===== src/rtl/y86_seq_param.sv =====
// y86_seq_param: multi-cycle y86 subset core with a ready-handshake bus.
// Option: define Y86_SEQ_ILLEGAL_TRAP_EN to trap undefined opcodes into HALT.
module y86_seq_param #(
  parameter int DATA_W = 32,
  parameter int ADDR_W = 32,
  parameter int BASE_REG = 6,
  parameter logic [ADDR_W-1:0] RESET_IP = '0
) (
  input  logic              clk,
  input  logic              rst,
  output logic [ADDR_W-1:0] bus_A,
  input  logic [DATA_W-1:0] bus_in,
  output logic [DATA_W-1:0] bus_out,
  output logic              bus_RE,
  output logic              bus_WE,
  input  logic              bus_ready,
  output logic [7:0]        current_opcode,
  output logic              retired,
  output logic              halted
`ifdef Y86_SEQ_ILLEGAL_TRAP_EN
  ,
  output logic              illegal_op
`endif
);

  typedef enum logic [2:0] {
    S_FETCH,
    S_DECODE,
    S_EXEC,
    S_MEM,
    S_WB,
    S_HALT
  } state_t;

  localparam logic [2:0] BASE_IDX = 3'(BASE_REG);

  state_t r_state;
  state_t w_next;

  logic [ADDR_W-1:0] r_ip;
  logic [ADDR_W-1:0] r_mar;
  logic [31:0]       r_ir;
  logic [DATA_W-1:0] r_a;
  logic [DATA_W-1:0] r_b;
  logic [DATA_W-1:0] r_c;
  logic [DATA_W-1:0] r_mdrw;
  logic [DATA_W-1:0] r_mdrr;
  logic              r_zf;
  logic [DATA_W-1:0] r_regs [8];
`ifdef Y86_SEQ_ILLEGAL_TRAP_EN
  logic              r_ill;
`endif

  logic [7:0] w_op;
  logic [1:0] w_mod;
  logic [2:0] w_rd;
  logic [2:0] w_rs;
  logic [7:0] w_d8;
  logic [7:0] w_disp;

  logic w_load;
  logic w_store;
  logic w_move;
  logic w_add;
  logic w_sub;
  logic w_jnz;
  logic w_hlt;
  logic w_mem;
  logic w_trap;
  logic w_stop;

  logic [1:0]        w_len;
  logic [ADDR_W-1:0] w_br;
  logic [ADDR_W-1:0] w_ip_nxt;
  logic [DATA_W-1:0] w_op2;
  logic [DATA_W-1:0] w_sum;
  logic              w_unused_ok;

  assign w_op   = r_ir[7:0];
  assign w_mod  = r_ir[15:14];
  assign w_rd   = r_ir[10:8];
  assign w_rs   = r_ir[13:11];
  assign w_d8   = r_ir[15:8];
  assign w_disp = r_ir[23:16];

  assign w_load  = (w_op == 8'h8B) && (w_mod == 2'b01);
  assign w_store = (w_op == 8'h89) && (w_mod == 2'b01);
  assign w_move  = (w_op == 8'h89) && (w_mod == 2'b11);
  assign w_add   = (w_op == 8'h01);
  assign w_sub   = (w_op == 8'h29);
  assign w_jnz   = (w_op == 8'h75);
  assign w_hlt   = (w_op == 8'hF4);
  assign w_mem   = w_load | w_store;

`ifdef Y86_SEQ_ILLEGAL_TRAP_EN
  assign w_trap = ~(w_mem | w_move | w_add | w_sub | w_jnz | w_hlt);
  assign illegal_op = r_ill;
`else
  assign w_trap = 1'b0;
`endif

  assign w_stop = w_hlt | w_trap;

  // instruction length from the decoded class
  always_comb begin
    w_len = 2'd1;
    unique case (1'b1)
      w_mem:                   w_len = 2'd3;
      w_move, w_add,
      w_sub, w_jnz:            w_len = 2'd2;
      default:                 w_len = 2'd1;
    endcase
  end

  assign w_br = (w_jnz && !r_zf)
    ? {{(ADDR_W-8){w_d8[7]}}, w_d8}
    : '0;
  assign w_ip_nxt = r_ip + ADDR_W'(w_len) + w_br;

  assign w_op2 = w_mem ? {{(DATA_W-8){w_disp[7]}}, w_disp}
               : w_sub ? (~r_b + 1'b1)
               : r_b;
  assign w_sum = r_a + w_op2;

  assign w_unused_ok = &{1'b0, r_ir[31:24], bus_in};

  assign current_opcode = w_op;
  assign bus_out = r_mdrw;

  // state register
  always_ff @(posedge clk) begin
    if (rst) r_state <= S_FETCH;
    else     r_state <= w_next;
  end

  // next state and bus/status outputs
  always_comb begin
    w_next  = r_state;
    bus_A   = '0;
    bus_RE  = 1'b0;
    bus_WE  = 1'b0;
    retired = 1'b0;
    halted  = 1'b0;
    unique case (r_state)
      S_FETCH: begin
        bus_A  = r_ip;
        bus_RE = 1'b1;
        if (bus_ready) w_next = S_DECODE;
      end
      S_DECODE: w_next = w_stop ? S_HALT : S_EXEC;
      S_EXEC:   w_next = w_mem ? S_MEM : S_WB;
      S_MEM: begin
        bus_A  = r_mar;
        bus_RE = w_load;
        bus_WE = w_store;
        if (bus_ready) w_next = S_WB;
      end
      S_WB: begin
        retired = 1'b1;
        w_next  = S_FETCH;
      end
      S_HALT:   halted = 1'b1;
      default:  w_next = S_FETCH;
    endcase
  end

  // datapath registers, register file and flags
  always_ff @(posedge clk) begin
    if (rst) begin
      r_ip   <= RESET_IP;
      r_ir   <= '0;
      r_a    <= '0;
      r_b    <= '0;
      r_c    <= '0;
      r_mar  <= '0;
      r_mdrw <= '0;
      r_mdrr <= '0;
      r_zf   <= 1'b0;
      for (int i = 0; i < 8; i++) r_regs[i] <= '0;
`ifdef Y86_SEQ_ILLEGAL_TRAP_EN
      r_ill  <= 1'b0;
`endif
    end else begin
      unique case (r_state)
        S_FETCH: begin
          if (bus_ready) r_ir <= bus_in[31:0];
        end
        S_DECODE: begin
          r_a <= w_mem ? r_regs[BASE_IDX] : r_regs[w_rd];
          r_b <= r_regs[w_rs];
          if (!w_stop) r_ip <= w_ip_nxt;
`ifdef Y86_SEQ_ILLEGAL_TRAP_EN
          if (w_trap) r_ill <= 1'b1;
`endif
        end
        S_EXEC: begin
          r_mar  <= ADDR_W'(w_sum);
          r_c    <= w_move ? r_b : w_sum;
          r_mdrw <= r_b;
          if (w_add || w_sub) r_zf <= (w_sum == '0);
        end
        S_MEM: begin
          if (bus_ready && w_load) r_mdrr <= bus_in;
        end
        S_WB: begin
          if (w_load) r_regs[w_rs] <= r_mdrr;
          else if (w_add || w_sub || w_move) r_regs[w_rd] <= r_c;
        end
        default: ;
      endcase
    end
  end

endmodule


===== config.mk =====
export PLATFORM = sky130hd
export DESIGN_NAME = y86_seq_param
export DESIGN_NICKNAME = d
export VERILOG_FILES = /design/src/rtl/y86_seq_param.sv
export SDC_FILE = /design/constraint.sdc
export NUM_CORES = 1
export LEC_CHECK = 0
export CAP_MARGIN = 20
export CORE_MARGIN = 2
export CORE_UTILIZATION = 50
export CTS_BUF_LIST = sky130_fd_sc_hd__clkbuf_4 sky130_fd_sc_hd__clkbuf_8 sky130_fd_sc_hd__clkbuf_16
export CTS_CLUSTER_SIZE = 30
export DETAILED_ROUTE_END_ITERATION = 10
export PLACE_DENSITY = 0.68
export SLEW_MARGIN = 10
export SYNTH_ARGS = -nofsm -noshare
export SYNTH_HDL_FRONTEND = slang
export SYNTH_SLANG_ARGS = --single-unit

===== constraint.sdc =====
create_clock -name clk -period 7.2 [get_ports clk]
set_input_delay 2.16 -clock clk [delete_from_list [all_inputs] [get_ports clk]]
set_output_delay 2.16 -clock clk [all_outputs]
set_load 0.02 [all_outputs]

After elaboration in Yosys (flattened, before gate mapping)
Memories as Yosys holds them, arrays and structs flattened. A register that Yosys moved wholly into a read port is not among the register bits.
Cells that the tools add are included.
{ "word_totals": {"mem_bits_ro": 0, "latch_bits": 0, "inputBits": 35, "mem_count": 1, "wordCells": 86, "ff_bits": 220, "ramBits": 256, "out_inout_bits": 76} }
{ "memory_table": {"columns": ["memory", "depth", "width", "read_ports", "rd_clocked_by_memory_dff", "write_ports", "line", "rtl"], "rows": [
  ["r_regs", 8, 32, 3, 2, 8, "49", "logic [DATA_W-1:0] r_regs [8];"]
]} }
{ "op_classes": {"muxes": 35, "reduce_logical": 18, "div": 0, "n_shift": 0, "bitwise": 4, "n_eq_ne": 15, "n_addsub": 4, "multipliers": 0, "order_cmp": 0} }
{ "ops": {"columns": ["cell", "count"], "rows": [
  ["32-bit two-way mux", 7],
  ["32-bit adder", 2],
  ["32-bit one-hot mux with 2 select lines", 1],
  ["32-bit OR reduction", 2],
  ["32-bit by 1-bit adder with 32-bit output, second input constant", 1],
  ["32-bit by 2-bit adder with 32-bit output", 1],
  ["32-bit zero test", 1],
  ["32-bit inverter", 1],
  ["8-bit equality test, second input constant", 3],
  ["3-bit two-way mux", 8],
  ["1-bit two-way mux", 16],
  ["3-bit one-hot mux with 5 select lines", 1],
  ["8-bit by 1-bit equality test with 1-bit output, second input constant", 1],
  ["8-bit by 6-bit equality test with 1-bit output, second input constant", 1],
  ["8-bit by 7-bit equality test with 1-bit output, second input constant", 1],
  ["2-bit AND reduction", 4],
  ["3-bit by 2-bit equality test with 1-bit output, second input constant", 2],
  ["3-bit equality test, second input constant", 2],
  ["1-bit logical AND", 5],
  ["2-bit != test, second input constant", 2],
  ["2-bit one-hot mux with 2 select lines", 1],
  ["4-bit OR reduction", 1],
  ["3-bit by 1-bit equality test with 1-bit output, second input constant", 1],
  ["3-bit zero test", 1],
  ["other kinds (8)", 10]
]} }

Logic depth before layout (Yosys ltp)
{ "logic_depth": {"depth_word": 10, "ltp_mapped": 22, "depth_no_buf": 21} }

Worst setup path before layout
OpenSTA, ideal clock, no wires.
{ "synth_path": {"path_kind": "reg2reg", "startpoint": "register r_ir[2]", "endpoint": "register r_zf", "path_stages_with_launch": 21, "t_required_ns": 7.131, "n_path_buf": 0, "synth_period_minus_slack_ns": 5.347, "setup_ns": 0.069, "t_arrival_ns": 5.278, "slack_ns": 1.853, "cell_sequence": "dfxtp_1 > nor3_1 > nand2_1 > or3_1 > nor3b_1 > nand2_1 > o21ai_0 > ha_1 > inv_1 > fa_1 > nor2b_4 > o211ai_1 > a21bo_2 > a21boi_1 > nor2b_1 > or4_1 > or4_1 > or4b_1 > or4_1 > or4_1 > o21ai_1"} }
{ "synth_via": {"elab_chain_cells": 6, "word_cells_on_any_way": 13, "classes_between": "add/sub: 1; eq/ne: 4; mux: 2; bitwise: 1; reduce/logical: 5"} }
{ "synth_rtl": {"columns": ["element", "line", "rtl"], "rows": [
  ["from (decl)", "42", "logic [31:0] r_ir;"],
  ["from (signal assigned)", "186", "if (bus_ready) r_ir <= bus_in[31:0];"],
  ["8-bit equality test, on equally long branches", "86, 87", null],
  ["1-bit logical AND, on equally long branches", "86, 87", null],
  ["1-bit OR", "93", "assign w_mem = w_load | w_store;"],
  ["32-bit two-way mux", "120", "assign w_op2 = w_mem ? {{(DATA_W-8){w_disp[7]}}, w_disp}"],
  ["32-bit adder", "123", "assign w_sum = r_a + w_op2;"],
  ["32-bit zero test", "200", "if (w_add || w_sub) r_zf <= (w_sum == '0);"],
  ["to (signal assigned)", "200", null],
  ["to (decl)", "48", "logic r_zf;"]
]} }
Parallel ways exist; a longest one is shown, timed or not.
A chain may end at the register's enable or synchronous reset.

Worst setup path in the final report
{ "layout_path": {"startpoint": "register r_ir[2]", "endpoint": "register r_ip[28]"} }
{ "layout_via": {"elab_chain_cells": 6, "word_cells_on_any_way": 18, "classes_between": "add/sub: 2; eq/ne: 6; mux: 2; bitwise: 2; reduce/logical: 6"} }
{ "layout_rtl": {"columns": ["element", "line", "rtl"], "rows": [
  ["8-bit equality test, on equally long branches", "87, 88, 86", null],
  ["1-bit logical AND, on equally long branches", "88, 86, 87", null],
  ["4-bit OR reduction / 1-bit OR (equally long branches)", "107, 93", null],
  ["2-bit one-hot mux with 2 select lines", "107", "unique case (1'b1)"],
  ["32-bit by 2-bit adder with 32-bit output", "118", "assign w_ip_nxt = r_ip + ADDR_W'(w_len) + w_br;"],
  ["32-bit adder", "118", null],
  ["to (signal assigned)", "191", "if (!w_stop) r_ip <= w_ip_nxt;"],
  ["to (decl)", "40", "logic [ADDR_W-1:0] r_ip;"]
]} }
Parallel ways exist; a longest one is shown, timed or not.

==> flow_summary.ini <==
[die]
fp.dieH_um = 237
start_util = 0.506
rows = 85
design.core.area_um2 = 53800
die_x_um = 237
dieArea_um2 = 56400
ios = 111

[cells_and_area]
fin_cells = 3464
final_util = 0.570
multi_input_comb_area_um2 = 13600
final_common_cell = nand2_1
area_growth_pct = 12.5
nNetsFinal = 2860
drive_above_1_share = 0.112
final_cell_mix = nand2_1 (450), nor2_1 (390), a21oi_1 (278)
seq_area_um2 = 12800
nFillCells = 4481
n_antenna_cell = 0

[timing]
tightestPinTransition_ns = 1.06
max-slew-margin-rel = 0.290
timing.fmax_mhz = 162
fin_setup_tns_ns = 0
setup_violations = 0
finalCritPeriodShare = 0.857
rsz0062_at_grt = no
fin_crit_ns = 6.17
slew_viol_final = 0
finalWorstSetupSlack_ns = 1.03
skew_ns = 0.0270
hold_viol_final = 0

[setup_path]
cp_top_family = compound AO/OA/AOI/OAI gates
path_max_fanout = 35
arrival_ns = 6.63
crit_path_start_kind = flip-flop
path_class = flip-flop to flip-flop
crit_required_ns = 7.66
crit_buf_inv = 2
crit_chain = nor3_1, nand2_1, nor3_1, and3_1, buf_4, nor2_1, and3_1, fa_1, inv_1, ha_1, a21o_1, a21o_1, a211oi_1, nor2_1, a211oi_1, nor2b_1, o41ai_1, o2111ai_1, o311ai_0, xor2_1, o31ai_1
cpPeakStageDelay_ns = 0.85
critPathSlowestCell = a211oi_1
end_kind = flip-flop

[status]
outcome = finished clean

[grt]
grt_max_degree = 89
gr-usage-all-layers = 0.285
grt_pass1_wl_um = 123000
overflow = 0
first_global_vias = 21000
grt_antenna_before_repair = 0

[synthesis]
synth_top_family_by_area = simple AND/OR/NAND/NOR gates
yosysSeqAreaShare = 0.469
syn-instance-count = 2711
synth-main-ff-cell = edfxtp_1
ys_ff_latch = 511
synth-async-reset-ratio = 0
syn_nets = 2848
synth_enable_flop_cells = 256
synth-compound-area-share = 0.129
muxShareOfSynthArea = 0.142
synthSimpleGateAreaFrac = 0.152
synthXorXnorAreaFrac = 0.0254
ys_warn_count = 0
syn_area_per_cell_um2 = 10.1
ys_types = 75
netlist_area_um2 = 27300
synth_fa_ha_area_frac = 0.0479

[drt]
drt_pre_antenna_iters = 6
wl_per_cell_um = 23.4
viasPerCell = 6.18
first_iter_violations = 2102
drt-total-wl_um = 81000
vias = 21400
ant_nets = 0
drc_errors = 0

[power_and_ir_drop]
p_leak_nw = 10.9
power_mw = 6.99
peakVddDrop_mv = 0.194
p_per_area_nw_per_um2 = 228

[clocking]
htree_levels = 2
cts_resized = 0
cts_tree = built
cts_sinks = 511
cts_setup_buffers = 0
cts_hold_buf = 0
clk_pin_slew_ns = 0.06
cts-root-buf = clkbuf_16
clk_latency_ns = 0.62
clockBufferDepth = 3
cts_made_buffers = 54

[placed_design]
dpl.cell_count = 3362
gp_congestion = 0.907
pre_cts_slack_ns = 1.07
dp.final_hpwl_um = 54200
io_buffer_count = 110

[job]
drv_cap = 0

[min_path]
hp-class = flip-flop to flip-flop
-- cell usage after synthesis (all sizes together) (6+ instances only) --
cell type | count | area [µm²]
a21o | 27 | 203
edfxtp | 256 | 7690
nor2 | 390 | 1460
nand3b | 10 | 75.1
and2 | 16 | 101
a21oi | 278 | 1390
o21a | 10 | 75.1
buf | 28 | 136
o211ai | 45 | 338
nor2b | 13 | 88.8
a211oi | 45 | 338
o41ai | 6 | 52.6
or3 | 9 | 61.3
o21ai | 39 | 195
and3 | 7 | 43.8
o31ai | 8 | 60.1
mux4 | 128 | 2880
nand3 | 14 | 70.1
nand2b | 21 | 131
xnor2 | 49 | 429
mux2i | 98 | 981
clkbuf | 177 | 667
a22o | 32 | 280
a31oi | 8 | 50.1
nor3 | 22 | 110
inv | 36 | 135
xor2 | 30 | 263
ha | 98 | 1230
nor4 | 8 | 50.1
nand2 | 451 | 1690
a311oi | 27 | 236
or4 | 8 | 60.1
dfxtp | 255 | 5100
nand4 | 10 | 62.6
-- cell families (layout without fill, tap and decap cells) --
kind of cell    count (synthesis)  count (layout)
xor+xnor                       79              79
mux                           226             226
compound gates                557             557
simple gates                  995             995
fa+ha+maj                     102             102
buf+inv                       241             298
flops                         511             511
-- worst paths after layout --
path,startpoint,endpoint,slack (ns),cells after the start
worst max register to register,r_ir[2],r_ip[28],1.03,21
worst min-delay path,r_mdrr[23],r_mdrr[23],0.45,2
worst max-delay path,r_ir[2],r_ip[28],1.03,21
worst min register to register,r_mdrr[23],r_mdrr[23],0.45,2
-- tightest hold or removal path, cell delays in order (launching register included) --
cell and delay [ns]:
dfxtp_1 0.31, nand2_1 0.05, a21oi_1 0.05
-- power by group --
group	total [mW]	switching, mW	internal [mW]
clock network	2.83	1.19	1.64
registers	3.29	0.132	3.16
logic	0.860	0.515	0.346
total	6.99	1.84	5.15
-- flip-flops by register name (all words and copies together) (netlist names), named ones only --
register  count
r_regs      256
bus_out      32
r_a          32
r_b          32
r_c          32
r_ip         32
r_mar        32
r_mdrr       32
r_ir         24
r_state       3
r_zf          1
-- through the flow --
step / cell area (µm²) / hold slack, ns
after floorplan: 27300 / 0.431
after CTS: 30700 / 0.455
final: 30700 / 0.452
after detailed placement: 28900 / 0.446
after global placement: 28900 / 0.442
after global routing: 30700 / 0.472
-- layout make-up --
type | instances | share of cell area
clock buffers | 77 | 0.0514
clock inverters | 24 | 0.00722
inverters | 36 | 0.00441
multi-input cells | 1959 | 0.443
flip-flops and latches | 511 | 0.417
well taps | 696 | 0.0284
repair buffers | 161 | 0.0485
-- per-layer routing --
| metal | GRT usage | vias to the layer above | share of wire |
|---|---|---|---|
| li1 | - | 9817 | - |
| met1 | 0.382 | 10500 | 0.41 |
| met2 | 0.475 | 977 | 0.48 |
| met3 | 0.0366 | 173 | 0.077 |
| met4 | 0.110 | 0 | 0.035 |
| met5 | 0 | - | 0 |
Power figures use the tool's default switching activity.
